--- src/rtl/alu_issue_if.sv ---
// alu_issue_if: instruction handshake, register-file port and ALU port of the alu_issue
// sequencer. The slave modport is the sequencer; master is the core/bench side.
interface alu_issue_if #(
   parameter int unsigned XLEN       = 32,
   parameter int unsigned REG_ADDR_W = 4
) ();

   logic                  instr_valid;
   logic                  instr_ready;
   logic [31:0]           instr;
   logic [REG_ADDR_W-1:0] rf_raddr;
   logic [XLEN-1:0]       rf_rdata;
   logic                  rf_we;
   logic [REG_ADDR_W-1:0] rf_waddr;
   logic [XLEN-1:0]       rf_wdata;
   logic [XLEN-1:0]       alu_value1;
   logic [XLEN-1:0]       alu_value2;
   logic [2:0]            alu_func_type;
   logic                  alu_f7_bit;
   logic [XLEN-1:0]       alu_result;
   logic                  done;
   logic                  illegal;

   modport slave (
      input  instr_valid, instr, rf_rdata, alu_result,
      output instr_ready, rf_raddr, rf_we, rf_waddr, rf_wdata,
             alu_value1, alu_value2, alu_func_type, alu_f7_bit, done, illegal
   );

   modport master (
      output instr_valid, instr, rf_rdata, alu_result,
      input  instr_ready, rf_raddr, rf_we, rf_waddr, rf_wdata,
             alu_value1, alu_value2, alu_func_type, alu_f7_bit, done, illegal
   );

endinterface

--- src/rtl/alu_issue.sv ---
// alu_issue: accepts one RV32E OP/OP-IMM instruction, reads rs1/rs2 through the single
// register-file read port, drives the combinational ALU and writes the result to rd.
// Fixed 5-cycle occupancy: IDLE -> RD_RS1 -> RD_RS2 -> EXEC -> WB (illegal: IDLE -> ILL).
// Optional feature: define ALU_ISSUE_LUI_EN to accept LUI on the same path.
module alu_issue #(
   parameter int unsigned XLEN       = 32,
   parameter int unsigned REG_ADDR_W = 4
) (
   input logic         clk,
   input logic         rst,
   alu_issue_if.slave  bus_io
);

   localparam logic [6:0] OpcOp    = 7'b0110011;
   localparam logic [6:0] OpcOpImm = 7'b0010011;
`ifdef ALU_ISSUE_LUI_EN
   localparam logic [6:0] OpcLui   = 7'b0110111;
`endif

   typedef enum logic [2:0] {
      StIdle,
      StRdRs1,
      StRdRs2,
      StExec,
      StWb,
      StIll
   } state_e;

   state_e          state_q, state_d;
   logic [31:0]     instr_q, instr_d;
   logic [XLEN-1:0] op1_q, op1_d;
   logic [XLEN-1:0] result_q, result_d;

   // Output values before the reset override
   logic                  instr_ready_s;
   logic [REG_ADDR_W-1:0] rf_raddr_s;
   logic                  rf_we_s;
   logic [REG_ADDR_W-1:0] rf_waddr_s;
   logic [XLEN-1:0]       rf_wdata_s;
   logic [XLEN-1:0]       alu_value1_s;
   logic [XLEN-1:0]       alu_value2_s;
   logic [2:0]            alu_func_type_s;
   logic                  alu_f7_bit_s;
   logic                  done_s;
   logic                  illegal_s;

   // Fields of the latched instruction
   logic [2:0]            funct3;
   logic [REG_ADDR_W-1:0] rs1, rs2, rd;
   logic [XLEN-1:0]       imm_i;
   logic                  is_op_q;
   logic                  is_lui_q;
   logic                  unused_bits;

   assign funct3  = instr_q[14:12];
   assign rs1     = instr_q[15 +: REG_ADDR_W];
   assign rs2     = instr_q[20 +: REG_ADDR_W];
   assign rd      = instr_q[7 +: REG_ADDR_W];
   assign imm_i   = {{(XLEN-12){instr_q[31]}}, instr_q[31:20]};
   assign is_op_q = (instr_q[6:0] == OpcOp);
   // Register-index bit 4 only matters at decode time
   assign unused_bits = ^{instr_q[11], instr_q[19]};

`ifdef ALU_ISSUE_LUI_EN
   assign is_lui_q = (instr_q[6:0] == OpcLui);
`else
   assign is_lui_q = 1'b0;
`endif

   // Legality of an incoming instruction word; registers x16..x31 do not exist in RV32E
   function automatic logic decode_legal(logic [31:0] i);
      logic       ok;
      logic [6:0] f7;
      logic [2:0] f3;
      f7 = i[31:25];
      f3 = i[14:12];
      ok = 1'b0;
      case (i[6:0])
         OpcOp: begin
            ok = (f7 == 7'b0000000) ||
                 ((f7 == 7'b0100000) && ((f3 == 3'b000) || (f3 == 3'b101)));
            ok = ok && !i[11] && !i[19] && !i[24];
         end
         OpcOpImm: begin
            ok = !i[11] && !i[19];
            if (f3 == 3'b001) begin
               ok = ok && (f7 == 7'b0000000);
            end
            if (f3 == 3'b101) begin
               ok = ok && ((f7 == 7'b0000000) || (f7 == 7'b0100000));
            end
         end
`ifdef ALU_ISSUE_LUI_EN
         OpcLui: ok = !i[11];
`endif
         default: ok = 1'b0;
      endcase
      return ok;
   endfunction

   // Next-state, datapath capture and outputs
   always_comb begin
      state_d         = state_q;
      instr_d         = instr_q;
      op1_d           = op1_q;
      result_d        = result_q;
      instr_ready_s   = 1'b0;
      rf_raddr_s      = '0;
      rf_we_s         = 1'b0;
      rf_waddr_s      = '0;
      rf_wdata_s      = '0;
      alu_value1_s    = '0;
      alu_value2_s    = '0;
      alu_func_type_s = 3'b000;
      alu_f7_bit_s    = 1'b0;
      done_s          = 1'b0;
      illegal_s       = 1'b0;

      case (state_q)
         StIdle: begin
            instr_ready_s = 1'b1;
            if (bus_io.instr_valid) begin
               instr_d = bus_io.instr;
               state_d = decode_legal(bus_io.instr) ? StRdRs1 : StIll;
            end
         end
         StRdRs1: begin
            rf_raddr_s = is_lui_q ? '0 : rs1;
            state_d    = StRdRs2;
         end
         StRdRs2: begin
            op1_d      = bus_io.rf_rdata;
            rf_raddr_s = is_op_q ? rs2 : '0;
            state_d    = StExec;
         end
         StExec: begin
            if (is_lui_q) begin
               alu_value2_s = XLEN'({instr_q[31:12], 12'b0});
            end else begin
               alu_value1_s    = op1_q;
               alu_value2_s    = is_op_q ? bus_io.rf_rdata : imm_i;
               alu_func_type_s = funct3;
               // OP-IMM: bit 30 is an immediate bit except for shifts, so addi never subtracts
               alu_f7_bit_s    = (is_op_q || (funct3 == 3'b101)) ? instr_q[30] : 1'b0;
            end
            result_d = bus_io.alu_result;
            state_d  = StWb;
         end
         StWb: begin
            done_s     = 1'b1;
            rf_we_s    = (rd != '0);
            rf_waddr_s = rd;
            rf_wdata_s = result_q;
            state_d    = StIdle;
         end
         StIll: begin
            illegal_s = 1'b1;
            state_d   = StIdle;
         end
         default: state_d = StIdle;
      endcase

      // Reset cycle: everything quiet regardless of the current state
      if (rst) begin
         instr_ready_s   = 1'b0;
         rf_raddr_s      = '0;
         rf_we_s         = 1'b0;
         rf_waddr_s      = '0;
         rf_wdata_s      = '0;
         alu_value1_s    = '0;
         alu_value2_s    = '0;
         alu_func_type_s = 3'b000;
         alu_f7_bit_s    = 1'b0;
         done_s          = 1'b0;
         illegal_s       = 1'b0;
      end
   end

   // State and datapath registers with synchronous reset
   always_ff @(posedge clk) begin
      if (rst) begin
         state_q  <= StIdle;
         instr_q  <= '0;
         op1_q    <= '0;
         result_q <= '0;
      end else begin
         state_q  <= state_d;
         instr_q  <= instr_d;
         op1_q    <= op1_d;
         result_q <= result_d;
      end
   end

   assign bus_io.instr_ready   = instr_ready_s;
   assign bus_io.rf_raddr      = rf_raddr_s;
   assign bus_io.rf_we         = rf_we_s;
   assign bus_io.rf_waddr      = rf_waddr_s;
   assign bus_io.rf_wdata      = rf_wdata_s;
   assign bus_io.alu_value1    = alu_value1_s;
   assign bus_io.alu_value2    = alu_value2_s;
   assign bus_io.alu_func_type = alu_func_type_s;
   assign bus_io.alu_f7_bit    = alu_f7_bit_s;
   assign bus_io.done          = done_s;
   assign bus_io.illegal       = illegal_s;

endmodule

--- src/flat_wrapper.sv ---
// flat-port wrapper written by rule: the top's interface ports become plain ports
module alu_issue_flat 
#(
   parameter int unsigned XLEN       = 32,
   parameter int unsigned REG_ADDR_W = 4
)
  (clk, rst, bus_io_instr_valid, bus_io_instr, bus_io_rf_rdata, bus_io_alu_result, bus_io_instr_ready, bus_io_rf_raddr, bus_io_rf_we, bus_io_rf_waddr, bus_io_rf_wdata, bus_io_alu_value1, bus_io_alu_value2, bus_io_alu_func_type, bus_io_alu_f7_bit, bus_io_done, bus_io_illegal);
  alu_issue_if #(.XLEN(XLEN), .REG_ADDR_W(REG_ADDR_W)) bus_io_i ();
  input logic clk;
  input logic rst;
  input wire logic [$bits(bus_io_i.instr_valid)-1:0] bus_io_instr_valid;
  input wire logic [$bits(bus_io_i.instr)-1:0] bus_io_instr;
  input wire logic [$bits(bus_io_i.rf_rdata)-1:0] bus_io_rf_rdata;
  input wire logic [$bits(bus_io_i.alu_result)-1:0] bus_io_alu_result;
  output wire logic [$bits(bus_io_i.instr_ready)-1:0] bus_io_instr_ready;
  output wire logic [$bits(bus_io_i.rf_raddr)-1:0] bus_io_rf_raddr;
  output wire logic [$bits(bus_io_i.rf_we)-1:0] bus_io_rf_we;
  output wire logic [$bits(bus_io_i.rf_waddr)-1:0] bus_io_rf_waddr;
  output wire logic [$bits(bus_io_i.rf_wdata)-1:0] bus_io_rf_wdata;
  output wire logic [$bits(bus_io_i.alu_value1)-1:0] bus_io_alu_value1;
  output wire logic [$bits(bus_io_i.alu_value2)-1:0] bus_io_alu_value2;
  output wire logic [$bits(bus_io_i.alu_func_type)-1:0] bus_io_alu_func_type;
  output wire logic [$bits(bus_io_i.alu_f7_bit)-1:0] bus_io_alu_f7_bit;
  output wire logic [$bits(bus_io_i.done)-1:0] bus_io_done;
  output wire logic [$bits(bus_io_i.illegal)-1:0] bus_io_illegal;
  assign bus_io_i.instr_valid = bus_io_instr_valid;
  assign bus_io_i.instr = bus_io_instr;
  assign bus_io_i.rf_rdata = bus_io_rf_rdata;
  assign bus_io_i.alu_result = bus_io_alu_result;
  assign bus_io_instr_ready = bus_io_i.instr_ready;
  assign bus_io_rf_raddr = bus_io_i.rf_raddr;
  assign bus_io_rf_we = bus_io_i.rf_we;
  assign bus_io_rf_waddr = bus_io_i.rf_waddr;
  assign bus_io_rf_wdata = bus_io_i.rf_wdata;
  assign bus_io_alu_value1 = bus_io_i.alu_value1;
  assign bus_io_alu_value2 = bus_io_i.alu_value2;
  assign bus_io_alu_func_type = bus_io_i.alu_func_type;
  assign bus_io_alu_f7_bit = bus_io_i.alu_f7_bit;
  assign bus_io_done = bus_io_i.done;
  assign bus_io_illegal = bus_io_i.illegal;
  alu_issue #(.XLEN(XLEN), .REG_ADDR_W(REG_ADDR_W)) u_core (.clk(clk), .rst(rst), .bus_io(bus_io_i));
endmodule
--- config.mk ---
export PLATFORM = sky130hd
export DESIGN_NAME = alu_issue_flat
export DESIGN_NICKNAME = d
export VERILOG_FILES = /design/src/rtl/alu_issue_if.sv /design/src/rtl/alu_issue.sv /design/src/flat_wrapper.sv
export SDC_FILE = /design/constraint.sdc
export NUM_CORES = 1
export LEC_CHECK = 0
export CORE_UTILIZATION = 37
export CTS_CLUSTER_DIAMETER = 30
export CTS_CLUSTER_SIZE = 40
export DETAILED_ROUTE_END_ITERATION = 12
export PLACE_DENSITY = 0.82
export SYNTH_ARGS = -nofsm -noshare
export SYNTH_HDL_FRONTEND = slang
export SYNTH_SLANG_ARGS = --single-unit
--- constraint.sdc ---
create_clock -name clk -period 1.54 [get_ports clk]
set_input_delay 0.308 -clock clk [delete_from_list [all_inputs] [get_ports clk]]
set_output_delay 0.308 -clock clk [all_outputs]
set_load 0.01 [all_outputs]
==> results of run 1 <==
==> layout by cell type (no fill, tap or decap), types with 2 or more instances in the layout <==
cell type          n
buf_12            13
buf_8              6
a32oi_2            3
buf_2             41
nor2_1            17
nor2_2             2
nor2_4             4
nor3_1             2
nand2_2            7
a21oi_1           70
clkinv_2           2
dfxtp_1           92
and2_4            69
clkinvlp_4         2
and3_1             2
nand2_1          174
mux2i_1           11
nand2b_4           2
and2_1             2
dfxtp_2            2
o21ai_0            2
nand2_4           34
dfxtp_4            3
clkbuf_16         14
buf_6            116
clkdlybuf4s50_1   97
buf_4             47
nor3_4             2
a21oi_2           45
==> power groups by stage <==
| stage | registers, uW | clock network, uW | logic (uW) |
|---|---|---|---|
| floorplan | 2740 | 0 | 427 |
| global placement | 2780 | 0 | 916 |
| detailed placement | 2790 | 0 | 926 |
| CTS | 2730 | 2290 | 1080 |
| global route | 2790 | 2420 | 1530 |
| finish | 2780 | 2280 | 1450 |
==> cell type report <==
class                   instances  area (sq um)  area share, %
clock buffers                  11           243           2.73
clock inverters                 5          55.1          0.618
inverters                       1          3.75         0.0422
multi-input cells             469          3100           34.8
flip-flops and latches         97          1960           22.0
well taps                     143           179           2.01
repair buffers                327          3370           37.9
==> critical path, stage by stage (launching register included) <==
cell,delay (ns)
dfxtp_1,0.41
nand4bb_4,0.13
nor3_4,0.13
buf_6,0.15
buf_8,0.14
buf_12,0.14
mux2i_1,0.19
nor2_1,0.07
buf_2,0.15
==> repair_timing <==
| item | in CTS | in global routing |
|---|---|---|
| setup endpoints to repair | 117 | 163 |
| gates resized for setup | 578 | 254 |
| pin swaps | 42 | 124 |
| cloned | 8 | 8 |
| buffers inserted | 43 | 20 |
==> path summary, 6_finish.rpt <==
check                           cells past startpoint  slack, ns                        endpoint
worst max-delay path                                8      -0.62            bus_io_alu_value2[0]
worst min register to register                      2       0.45    u_core.op1_q[8]$_SDFFE_PP0N_
worst min-delay path                                2       0.45    u_core.op1_q[8]$_SDFFE_PP0N_
worst max register to register                      7      -0.16  u_core.instr_q[4]$_SDFFE_PP0P_
==> per-stage QoR <==
step	TNS, ns	worst slack (ns)	power, uW
3_5_place_dp	-62.27	-0.725	3710
2_1_floorplan	-0.176	-0.0134	3170
4_1_cts	-55.76	-0.718	6110
6_report	-54.22	-0.615	6510
5_1_grt	-61.44	-0.676	6730
3_3_place_gp	-61.64	-0.702	3700
==> kinds of logic (layout without fill, tap and decap cells) <==
family          count (synthesis)  count (layout)  synth area share (%)
buf+inv                        50             344                  5.85
xor+xnor                        1               1                 0.194
simple gates                  330             330                  33.5
compound gates                127             127                  15.0
mux                            11              11                  2.44
flops                          97              97                  43.0
==> metal layers <==
| layer | vias up | GRT usage, % | share of wire (%) |
|---|---|---|---|
| met5 | - | 0 | 0 |
| met4 | 0 | 10.1 | 3.5 |
| met3 | 55 | 5.89 | 6.3 |
| met2 | 246 | 45.6 | 51 |
| met1 | 2585 | 31.4 | 39 |
| li1 | 2591 | - | - |
==> state kept, by name, summed over array words and instances, names as in the netlist <==
name	cells
u_core.op1_q	32
u_core.state_q	3
u_core.instr_q	30
u_core.result_q	32
==> run_results.csv, run 1 <==
group,metric,value,unit
layout,stdcell_count,1053,
die,start_util,38.7,%
critical_path,r2r_start,"u_core.state_q[1]$_SDFFE_PP0P_",
timing,rsz0062_at_grt,"yes",
timing,layout_setup_ws,-0.615,ns
layout,fin_nets,1004,
synthesis,yosysWarnings,0,
routing,drtIter0Drc,382,
cts,hold_buffers,0,
grt,grt_pass1_vias,5028,
synthesis,synthArstFlopShare,0,%
synthesis,synth_area,4510,sq um
cts,htreeDepth,3,
placement,io_buffers,210,
routing,wl_per_cell,18.0,microns
placement,place_area,7120,sq um
timing,finalSetupViolations,143,
layout,drive_gt1_share,47.0,%
grt,gr-total-overflow,0,
power_and_ir_drop,p_clk_share,35.1,%
critical_path,cp.arrival,1.85,ns
timing,max_freq,0.464,GHz
die,die-area,12600,sq um
min_path,hp-class,"reg2reg",
synthesis,ys_ff_latch,97,
die,die_width,112,microns
routing,antenna_left,0,
power_and_ir_drop,power_switching,1790,uW
die,die_y,112,microns
critical_path,endpoint_kind,"primary output",
cts,clock-sinks,97,
cts,ctsRootBufferMaster,"clkbuf_16",
grt,grt_max_degree,55,
min_path,hp-start,"u_core.op1_q[8]$_SDFFE_PP0N_",
synthesis,synth_edf_count,0,
synthesis,seq_area_frac_synth,43.0,%
synthesis,syn_inst,616,
critical_path,crit_type,"reg2out",
synthesis,synth_top_cell_by_area,"dfxtp_1",
power_and_ir_drop,power_frac_seq,42.6,%
grt,antenna_found_initial,0,
synthesis,yosysMostFrequentCell,"nand2_1",
critical_path,cp-start-kind,"register",
timing,min_period,2.16,ns
critical_path,path_max_fanout,5,
routing,via_count,5477,
placement,hpwlAfterDp,10100,microns
power_and_ir_drop,p_int,4720,uW
cts,cts_tree,"yes",
routing,totalWireLength,18900,microns
die,rows,39,
die,core-area,11700,sq um
timing,finalHoldViolations,0,
timing,whs,0.452,ns
synthesis,avgSynthCellArea,7.33,sq um
critical_path,cp-startpoint,"u_core.instr_q[5]$_SDFFE_PP0P_",
timing,drv_slew,0,
outcome,outcome,"complete, but fails checks",
layout,num_antenna_cells,0,
synthesis,synth_nets,715,
timing,relSlewSlack,60.5,%
power_and_ir_drop,leakage,0.00372,uW
power_and_ir_drop,switching_share,27.6,%
cts,path_clk_slew,0.07,ns
die,io_pins,211,
cts,insertion_delay,0.34,ns
grt,grt_use_total,26.2,%
synthesis,ys_dominant_reg_cell,"dfxtp_1",
synthesis,synth_cell_type_count,38,
routing,firstDrtPassIters,5,
outcome,violations,"negative setup slack",
layout,fillers,776,
power_and_ir_drop,p_per_area,731,nW/um^2
layout,final_util,76.4,%
critical_path,worstPathRequired,1.23,ns
routing,viasPerCell,5.20,
synthesis,synth_common_cells,"nand2_1, a21oi_1, dfxtp_1, and2_1, nor2_1",
placement,gp_congestion,0.790,
cts,clockBufferDepth,2,
synthesis,synth_top_area_share,43.0,%
timing,fin_worst_skew,0.00669,ns
layout,syn_to_final_growth,97.3,%
power_and_ir_drop,ir_drop,0.612,mV
timing,worst_pin_slew,0.593,ns
routing,drc,0,
flow_run,drv_cap,0,
cts,cts_made_buffers,9,
timing,finalCritPeriodShare,140,%
synthesis,synth.area.top_cells,"dfxtp_1, nand2_1, a21oi_1, and2_1, mux2i_1",
layout,design_area,8900,sq um
grt,grt_pass1_wl,26000,microns
power_and_ir_drop,p_comb_share,22.3,%
placement,placed_cells,976,
(Power assumes the default switching activity.)
==> run 2, diff against run 1 <==
Settings changed: TNS_END_PERCENT from default to 20.
==> run 2 against run 1 <==
  * The run still ends with negative setup slack left
  * Core utilization decreased by 13 points
  * Sequential share of layout area increased by 4.4 points
  * Hold slack got worse by 0.025 ns
  * Sequential power decreased by 2%
  * Critical path depth unchanged
  * Via count decreased by 8.9%
  * Total power decreased by 7.3%
  * Setup slack improved by 0.046 ns
  * Highest routed layer unchanged
==> run_results.csv, run 2 (synthesized netlist as in run 1, its figures left out) <==
group,metric,value,unit
outcome,outcome,"complete, but fails checks",
outcome,violations,"negative setup slack",
critical_path,path_cells,"nand4bb_4 -> nor3_4 -> buf_12 -> buf_8 -> buf_12 -> mux2i_1 -> nor2_1 -> buf_2",
timing,layout_setup_ws,-0.570,ns
timing,relSlewSlack,73.1,%
power_and_ir_drop,power_frac_seq,45.3,%
layout,top_regs,"u_core.op1_q: 32 flops, u_core.result_q: 32 flops, u_core.instr_q: 30 flops",
power_and_ir_drop,p_clk_share,37.1,%
routing,totalWireLength,15100,microns
critical_path,max_stage_delay,0.32,ns
power_and_ir_drop,ir_drop,0.645,mV
cts,clockBufferDepth,2,
critical_path,cp.arrival,1.80,ns
cts,cts_made_buffers,9,
routing,drc,0,
die,die_y,112,microns
power_and_ir_drop,p_int,4560,uW
power_and_ir_drop,switching_share,24.4,%
timing,fin_worst_skew,0.00465,ns
power_and_ir_drop,p_per_area,813,nW/um^2
timing,drv_slew,0,
layout,drive_gt1_share,27.8,%
power_and_ir_drop,power_switching,1480,uW
die,die-area,12600,sq um
grt,gr-total-overflow,0,
layout,num_antenna_cells,0,
cts,clock-sinks,97,
critical_path,crit_top_cell,"buf_12",
grt,grt_pass1_wl,23400,microns
critical_path,critPathSlowestCell,"dfxtp_2",
critical_path,cp_num_cells,8,
min_path,hp-class,"in2reg",
grt,antenna_found_initial,0,
flow_run,drv_cap,0,
critical_path,ff2ff_path_depth,6,
power_and_ir_drop,p_comb_share,17.6,%
critical_path,crit_buf_inv,4,
routing,via_count,4988,
die,start_util,38.7,%
cts,path_clk_slew,0.06,ns
critical_path,worstPathRequired,1.23,ns
cts,ctsRootBufferMaster,"clkbuf_16",
layout,fin_nets,968,
timing,finalHoldViolations,0,
placement,place_area,7100,sq um
placement,io_buffers,210,
timing,max_freq,0.474,GHz
min_path,whs_path_depth,3,
power_and_ir_drop,leakage,0.00310,uW
critical_path,endpoint_kind,"primary output",
critical_path,cp-start-kind,"register",
die,core-area,11700,sq um
routing,antenna_left,0,
timing,finalSetupViolations,111,
grt,grt_pass1_vias,4540,
power_and_ir_drop,p_total,6040,uW
critical_path,cp_top_family,"buffers and inverters",
cts,htreeDepth,3,
critical_path,crit_type,"reg2out",
die,die_width,112,microns
cts,cts_tree,"yes",
routing,drtIter0Drc,269,
layout,syn_to_final_growth,64.5,%
cts,hold_buffers,0,
routing,viasPerCell,4.91,
timing,rsz0062_at_grt,"yes",
timing,finalCritPeriodShare,137,%
layout,final_cell_mix,"nand2_1, a21oi_1, clkdlybuf4s50_1, buf_2, dfxtp_1",
layout,final_common_cell,"nand2_1",
placement,hpwlAfterDp,10100,microns
routing,firstDrtPassIters,4,
placement,gp_congestion,0.800,
die,io_pins,211,
die,rows,39,
cts,insertion_delay,0.34,ns
timing,whs,0.427,ns
routing,wl_per_cell,14.8,microns
layout,design_area,7430,sq um
grt,grt_use_total,23.3,%
timing,min_period,2.11,ns
critical_path,path_max_fanout,7,
timing,worst_pin_slew,0.393,ns
grt,grt_max_degree,37,
[run 2: routing by layer]
layer | track usage (%) | part of all wire (%) | wire length (microns)
met5 | 0 | 0 | 0
met4 | 7.11 | 1.8 | 267
met3 | 5.78 | 6.1 | 922
met2 | 40.6 | 49 | 7380
met1 | 28.4 | 43 | 6510
[run 2: per-stage QoR]
step	setup TNS [ns]	util, %	setup slack, ns	std cells
detailed placement	-59.55	60.9	-0.628	975
finish	-45.28	63.7	-0.570	1016
floorplan	-0.427	-	-0.0214	616
global route	-55.59	63.7	-0.671	1016
global placement	-57.80	60.9	-0.603	975
CTS	-46.25	62.2	-0.566	1013
[run 2: worst paths after layout]
| kind | from | to | slack (ns) |
|---|---|---|---|
| worst max-delay path | u_core.instr_q[6]$_SDFFE_PP0P_ | bus_io_alu_value2[2] | -0.57 |
| worst min-delay path | rst | u_core.instr_q[17]$_SDFFE_PP0P_ | 0.43 |
| worst max register to register | u_core.state_q[0]$_SDFFE_PP0P_ | u_core.instr_q[14]$_SDFFE_PP0P_ | 0.05 |
| worst min register to register | u_core.result_q[7]$_SDFFE_PP0N_ | u_core.result_q[7]$_SDFFE_PP0N_ | 0.45 |
[run 2: what timing repair did]
item                       in CTS  in global routing
setup endpoints to repair     142                142
resized for setup             480                 37
pin swaps                      34                 15
gates cloned                    5                  0
hold endpoints to repair        0                  0
setup buffers                  19                  3
[run 2: cell type report]
cell class / count / area, sq um
Sequential cell: 97 / 1950
Multi-Input combinational cell: 469 / 2440
Tap cell: 143 / 179
Clock buffer: 12 / 256
Timing Repair Buffer: 291 / 2550
Fill cell: 1022 / 4240
Clock inverter: 3 / 40.0
Inverter: 1 / 3.75
[run 2: worst reg2reg max path: stages (launching register included)]
cell and delay, ns:
dfxtp_4 0.38, buf_4 0.14, buf_4 0.15, or3_4 0.38, buf_6 0.16, nand2_1 0.09
a21oi_1 0.07
[run 2: power groups by stage]
stage | registers [uW] | logic, uW | clock network (uW)
detailed placement | 2780 | 925 | 0
CTS | 2730 | 1020 | 2290
floorplan | 2740 | 426 | 0
global placement | 2770 | 913 | 0
global route | 2750 | 1150 | 2410
finish | 2730 | 1060 | 2240
==> run 3, diff against run 2 <==
Settings changed: CORE_ASPECT_RATIO from default to 1.5, CORE_UTILIZATION 37 to 40, DONT_BUFFER_PORTS from default to 1, PLACE_DENSITY 0.82 to 0.62, TNS_END_PERCENT 20 to 50.
==> run 3 against run 2 <==
  * The flow still finishes with violations (negative setup slack)
  * Via count fell by 13%
  * Cell area fell by 18%
  * Non-clock buffer count fell by 216
  * Critical path type unchanged
  * Critical endpoint is now bus_io_alu_value2[30]
  * Largest power group unchanged
==> run_results.csv, run 3 (synthesized netlist as in run 1, its figures left out) <==
group,metric,value,unit
outcome,outcome,"complete, but fails checks",
outcome,violations,"negative setup slack",
cts,clock-sinks,97,
placement,hpwlAfterDp,8220,microns
routing,via_count,4342,
die,rows,47,
layout,drive_gt1_share,29.3,%
critical_path,crit_type,"reg2out",
critical_path,endpoint_kind,"primary output",
layout,multi_input_area,2690,sq um
timing,relSlewSlack,78.6,%
die,die_y,132,microns
routing,drtIter0Drc,194,
cts,path_clk_slew,0.07,ns
grt,grt_pass1_wl,19200,microns
timing,whs,0.0326,ns
layout,seqCellArea,1950,sq um
timing,drv_slew,0,
min_path,hp-class,"in2reg",
layout,final_cell_mix,"nand2_1, a21oi_1, dfxtp_1, and2_4, buf_4",
critical_path,cp-start-kind,"register",
cts,cts_made_buffers,9,
die,die_width,88.7,microns
min_path,hp-start,"rst",
critical_path,ff2ff_path_depth,7,
routing,antenna_left,0,
grt,antenna_found_initial,0,
routing,wl_per_cell,16.9,microns
routing,viasPerCell,5.39,
critical_path,ff2ff_setup_slack,0.04,ns
timing,finalHoldViolations,0,
cts,insertion_delay,0.34,ns
critical_path,reg2reg_to,"u_core.instr_q[15]$_SDFFE_PP0P_",
routing,firstDrtPassIters,4,
layout,fin_nets,752,
layout,num_antenna_cells,0,
power_and_ir_drop,leakage,0.00218,uW
layout,top_regs,"u_core.op1_q: 32 flops, u_core.result_q: 32 flops, u_core.instr_q: 30 flops",
grt,grt_use_total,21.4,%
die,core-area,11000,sq um
critical_path,cp.arrival,1.80,ns
cts,clockBufferDepth,2,
timing,min_period,2.11,ns
placement,io_buffers,0,
min_path,worstHoldEndpoint,"u_core.result_q[22]$_SDFFE_PP0N_",
grt,grt_max_degree,106,
routing,drc,0,
min_path,whs_path_depth,1,
timing,finalCritPeriodShare,137,%
placement,gp_congestion,0.788,
die,start_util,41.1,%
layout,final_common_cell,"nand2_1",
critical_path,worstPathRequired,1.23,ns
cts,cts_tree,"yes",
timing,layout_setup_ws,-0.569,ns
critical_path,r2r_start,"u_core.state_q[1]$_SDFFE_PP0P_",
power_and_ir_drop,ir_drop,0.573,mV
routing,totalWireLength,13600,microns
timing,max_freq,0.474,GHz
layout,syn_to_final_growth,34.9,%
die,io_pins,211,
layout,fillers,1028,
timing,rsz0062_at_grt,"yes",
timing,fin_worst_skew,0.00539,ns
critical_path,path_max_fanout,5,
power_and_ir_drop,p_per_area,970,nW/um^2
layout,final_util,55.4,%
die,die-area,11700,sq um
cts,ctsRootBufferMaster,"clkbuf_16",
grt,gr-total-overflow,0,
grt,grt_pass1_vias,4046,
timing,worst_pin_slew,0.313,ns
cts,htreeDepth,3,
timing,finalSetupViolations,112,
flow_run,drv_cap,0,
[run 3: through the flow]
stage               setup TNS, ns  setup slack, ns  cells  total power [uW]  area [sq um]
floorplan                  -0.427          -0.0214    616              3170          4530
global placement            -4.45           -0.149    770              3310          5010
finish                     -37.09           -0.569    805              5910          6090
CTS                        -35.11           -0.528    799              5850          5750
detailed placement          -6.60           -0.219    770              3330          5010
global route               -45.27           -0.679    805              6120          6090
[run 3: worst max-delay path by stage]
stage	slack, ns	cells past startpoint	to	start
floorplan	-0.02	6	bus_io_alu_value2[25]	u_core.instr_q[6]$_SDFFE_PP0P_
detailed placement	-0.22	6	bus_io_alu_value2[1]	u_core.instr_q[6]$_SDFFE_PP0P_
global route	-0.68	8	bus_io_alu_value2[13]	u_core.instr_q[6]$_SDFFE_PP0P_
CTS	-0.53	8	bus_io_alu_value2[25]	u_core.instr_q[6]$_SDFFE_PP0P_
global placement	-0.15	6	bus_io_alu_value2[7]	u_core.instr_q[6]$_SDFFE_PP0P_
finish	-0.57	7	bus_io_alu_value2[30]	u_core.instr_q[6]$_SDFFE_PP0P_
[run 3: layer usage]
layer	part of all wire (%)	wire length [microns]	GRT usage [%]	vias to the layer above
met5	0	0	0	-
met4	2.6	349	9.59	0
met3	6.9	947	5.32	27
met2	54	7360	39.3	181
met1	37	4980	22.1	2065
li1	-	-	-	2069
[run 3: cell type report]
cell class              count  area share [%]
well taps                 147            3.02
flip-flops and latches     97            32.0
repair buffers             75            15.4
multi-input cells         469            44.1
clock buffers              10            3.92
inverters                   1          0.0616
clock inverters             6            1.48
[run 3: power by group]
group	internal, uW	switching, uW
Combinational	343	385
Clock	1470	973
Sequential	2640	89.5
[run 3: timing repair]
| item | 4_1_cts | 5_1_grt |
|---|---|---|
| endpoints found under the setup margin | 112 | 148 |
| setup buffers | 7 | 3 |
| hold buffers | 0 | 0 |
| cloned | 6 | 6 |
| pin swaps | 30 | 29 |
| gates resized for setup | 65 | 58 |
[run 3: worst max-delay path, cell delays in order, from the launching register on]
cell	delay [ns]
dfxtp_2	0.32
nand4bb_4	0.22
nor3_4	0.17
buf_12	0.14
nand2b_4	0.23
clkbuf_16	0.19
a21oi_2	0.05
buf_4	0.15
